[config.mk]
export PLATFORM = sky130hd
export DESIGN_NAME = selector_rr
export DESIGN_NICKNAME = d
export VERILOG_FILES = /design/src/rtl/selector_rr.sv
export SDC_FILE = /design/constraint.sdc
export NUM_CORES = 1
export LEC_CHECK = 0
export CAP_MARGIN = 10
export CELL_PAD_IN_SITES_DETAIL_PLACEMENT = 2
export CELL_PAD_IN_SITES_GLOBAL_PLACEMENT = 2
export CORE_MARGIN = 1.5
export CORE_UTILIZATION = 20
export CTS_CLUSTER_DIAMETER = 40
export DETAILED_ROUTE_END_ITERATION = 6
export GPL_TIMING_DRIVEN = 0
export PLACE_DENSITY_LB_ADDON = 0.1
export SYNTH_ARGS = -nofsm -noshare
export SYNTH_HDL_FRONTEND = slang
export SYNTH_SLANG_ARGS = --single-unit
export TNS_END_PERCENT = 50
[constraint.sdc]
create_clock -name clk_i -period 2.58 [get_ports clk_i]
set_input_delay 0.258 -clock clk_i [delete_from_list [all_inputs] [get_ports clk_i]]
set_output_delay 0.258 -clock clk_i [all_outputs]
set_load 0.02 [all_outputs]
[src/rtl/selector_rr.sv]
// selector_rr: CH-to-1 registered valid/ready selector, fixed-SEL or round-robin; SELECTOR_PARITY_EN adds y_par_o
module selector_rr #(
  parameter int WIDTH = 8,
  parameter int CH = 4,
  localparam int SELW = $clog2(CH)
) (
  input  logic              clk_i,
  input  logic              rst_i,
  input  logic [CH*WIDTH-1:0] din_i,
  input  logic [CH-1:0]     valid_i,
  output logic [CH-1:0]     ready_o,
  input  logic              mode_i,
  input  logic [SELW-1:0]   sel_i,
  output logic [WIDTH-1:0]  y_o,
  output logic              y_valid_o,
  input  logic              y_ready_i,
`ifdef SELECTOR_PARITY_EN
  output logic              y_par_o,
`endif
  output logic [SELW-1:0]   y_ch_o
);
  logic              y_valid_q, y_valid_d;
  logic [WIDTH-1:0]  y_q, y_d;
  logic [SELW-1:0]   y_ch_q, y_ch_d, ptr_q, ptr_d, gnt;
  logic              gnt_vld, load, xfer;
  logic [WIDTH-1:0]  gnt_data;
  // descending scan so the channel nearest ptr_q wins last
  always_comb begin
    gnt = '0;
    gnt_vld = 1'b0;
    if (mode_i) begin
      for (int k = CH - 1; k >= 0; k--) begin
        if (valid_i[(int'(ptr_q) + k) % CH]) begin
          gnt = SELW'((int'(ptr_q) + k) % CH);
          gnt_vld = 1'b1;
        end
      end
    end else begin
      gnt = sel_i;
      for (int i = 0; i < CH; i++)
        if (sel_i == SELW'(i) && valid_i[i]) gnt_vld = 1'b1;
    end
  end
  assign gnt_data = din_i[int'(gnt)*WIDTH +: WIDTH];
  always_ff @(posedge clk_i) begin
    if (rst_i) begin
      y_valid_q <= 1'b0;
      y_q <= '0;
      y_ch_q <= '0;
      ptr_q <= '0;
    end else begin
      y_valid_q <= y_valid_d;
      y_q <= y_d;
      y_ch_q <= y_ch_d;
      ptr_q <= ptr_d;
    end
  end
  always_comb begin
    load = !y_valid_q || y_ready_i;
    xfer = load && gnt_vld && !rst_i;
    y_valid_d = xfer || (y_valid_q && !y_ready_i);
    y_d = xfer ? gnt_data : y_q;
    y_ch_d = xfer ? gnt : y_ch_q;
    ptr_d = (mode_i && xfer) ? ((gnt == SELW'(CH - 1)) ? '0 : gnt + SELW'(1)) : ptr_q;
  end
  always_comb begin
    ready_o = xfer ? (CH'(1) << gnt) : '0;
    y_o = y_q;
    y_valid_o = y_valid_q;
    y_ch_o = y_ch_q;
  end
`ifdef SELECTOR_PARITY_EN
  logic y_par_q;
  always_ff @(posedge clk_i) begin
    if (rst_i) y_par_q <= 1'b0;
    else if (xfer) y_par_q <= ^gnt_data;
  end
  assign y_par_o = y_par_q;
`endif
endmodule

==> results by group <==
Pwr
  • Worst vdd ir: 0.000154 V
  • Overall Power: 0.768 mW
  • Leakage: 0.641 nW
  • PwrDens: approximately 450 nW/um^2

Place
  • # placed instances: 230
  • Place WS: -902 ps
  • Dpl hpwl: approximately 3.4 mm
  • Routability congestion estimate: between 0.7 and 0.8
  • Port Buffers: between 50 and 60

Route
  • Wirelength per Cell: around 18 um
  • Initial drt markers: 39
  • WL final: 4.15 mm
  • Vias per cell: 4.92
  • ANT nets after route: 0
  • Vias: between 1,000 and 1,500
  • Drt drc: 0
  • Drt pass-1 iters: 4

Clocking
  • Num CTS Buffers: 3
  • CTS tree: built
  • Root Driver: clkbuf_8
  • Worst-path clk slew: 60 ps
  • CTS max path bufs: 2
  • Clock Latency Late Sink: approximately 240 ps
  • H-tree depth: 1
  • # hold bufs at CTS: 0
  • Clk sinks: 13

Synthesis
  • Flops & latches, synth: 13
  • Cells after synthesis: 107
  • Number of synthesized flops with an enable pin: 0
  • YS warnings: 0
  • Syn nets: 149
  • Cell Area, Synth: 988 sq um
  • Asr flop ratio synth: 0%
  • Seq/Total Area, Yosys: a little over a quarter
  • Synth unique cells: 35
  • Top_reg_cell synth: dfxtp_1
  • Syn_area_per_cell: 9.24 sq um

STA
  • Hold Fails Final Rpt: 0
  • Worst-Margin Slew: ~640 ps
  • Final Setup Violations: 0
  • Clock skew after layout: 0.650 ps
  • Max Clk Rate: 0.412 GHz
  • Max-slew headroom: 57.0%
  • RSZ-0062 raised after global routing: false
  • Setup ws final: 150 ps
  • Fin crit period: around 2400 ps
  • Tcrit/Tclk final: a little over nine tenths
  • Slew Viols, Final: 0

Cells and area
  • Nets: 211
  • Commonest non-fill, non-tap cells in the layout: 46 x clkdlybuf4s50_1, 13 x dfxtp_1, 9 x a211oi_1
  • Inserted Diodes: 0
  • Final std cells w/o fill: between 200 and 250
  • Final core utilization: 36.3%
  • Layout area overhead: 74.6%
  • Filler Cells Inserted: 541
  • Layout cells sized above 1: 15.5%
  • Commonest non-fill, non-tap cell in the layout: clkdlybuf4s50_1

Floorplanning
  • Die Ht: 73.3 um
  • Die area: 5370 sq um
  • Core area: 4750 sq um
  • Initial core utilization: roughly a fifth
  • IO Pins: 57
  • Core Rows: 25
  • DIE WIDTH: 73.3 um

Worst setup path
  • CP Data Arrival Time: 2170 ps
  • Reg-to-reg slack, setup: 330 ps
  • Crit. End Element: primary output
  • Critical Path RT: 2320 ps
  • Kind of critical path: reg2out
  • Crit-path max FO: 10
  • CP startpoint kind: flip-flop

Global route
  • Tot GR Track Use: 15.9%
  • Pin count of the biggest net entering global routing: 11
  • Antenna violations before repair: 0
  • Grt ovf: 0
  • First-pass GRT wire length: 6.45 mm
  • Vias in the first global route: 1,227

Hold path
  • Hold Path Class: reg2reg

Run
  • Maxcap violations: 0

Status
  • Outcome: finished, final reports clean
per-layer routing:
| layer | up-vias | share of wire, % | global-route usage [%] |
|---|---|---|---|
| met4 | 0 | 0.63 | 3.09 |
| met1 | 560 | 44 | 19.5 |
| met3 | 2 | 3.8 | 2.06 |
| met5 | - | 0 | 0 |
| met2 | 32 | 51 | 29.6 |
| li1 | 563 | - | - |
where the power goes:
part | internal (mW) | total [mW] | switching [mW] | leakage, nW
combinational | 0.177 | 0.337 | 0.160 | 0.511
clock | 0.109 | 0.186 | 0.0769 | 0.0228
sequential | 0.227 | 0.245 | 0.0179 | 0.108
Yosys cell counts, drive strengths merged, types with 3 or more instances:
master	count	share of area, %
o31ai	8	6.1
mux2	8	11
a211oi	9	6.8
nand2b	3	1.9
nand2	3	1.1
nor2	7	2.7
a221o	8	8.1
dfxtp	13	26
nor2b	5	3.2
buf	4	3.8
clkbuf	4	1.5
a21oi	3	1.5
o311ai	8	7.1
per-stage QoR:
stage | TNS (ps) | hold WS, ps | cell area [sq um]
5_1_grt | 0 | 518 | 1730
4_1_cts | 0 | 494 | 1720
3_5_place_dp | -6310 | 479 | 1630
3_3_place_gp | -5170 | 468 | 1630
2_1_floorplan | 0 | 330 | 988
6_report | 0 | 487 | 1730
area by class of cell:
type | instances | area, sq um | share of cell area, %
sequential | 13 | 260 | 15.1
multi-input combinational | 84 | 703 | 40.8
inverter | 2 | 7.51 | 0.435
clock buffer | 4 | 45.0 | 2.61
tap | 67 | 83.8 | 4.86
timing repair buffer | 59 | 576 | 33.4
buffer | 6 | 50.0 | 2.90
critical path, cell delays in order (launching register included):
cell,delay (ps)
dfxtp_1,350
nand2b_1,190
nor4bb_2,190
buf_6,140
or3_1,380
buf_6,150
buf_6,140
nor3_1,190
buf_2,200
repair_timing:
| item | in CTS | in global routing |
|---|---|---|
| gates cloned | 0 | 0 |
| buffers inserted | 3 | 0 |
| endpoints found under the setup margin | 12 | 3 |
| pin swaps | 5 | 2 |
| resized for setup | 29 | 4 |
cell families (layout without fill, tap and decap cells):
logic type,count (synthesis),in the layout,share of synthesized area (%)
buffers and inverters,10,71,6.08
and+or+nand+nor,28,28,16.1
AOI/OAI and AO/OA,45,45,36.7
muxes,10,10,13.9
xor gates and xnor gates,1,1,0.886
DFF,13,13,26.3
registers in the layout, summed over array words and instances (netlist names):
name,cells
y_ch_o,2
y_o,8
ptr_q,2
y_valid_o,1
path summary, 6_finish.rpt:
check / from / endpoint / cells after the start
worst max-delay path: ptr_q[0] / ready_o[2] / 8
worst min-delay path: y_o[5] / y_o[5] / 1
worst max register to register: ptr_q[0] / y_o[6] / 8
worst min register to register: y_o[5] / y_o[5] / 1
No activity file was read; power rests on OpenSTA's default activity.
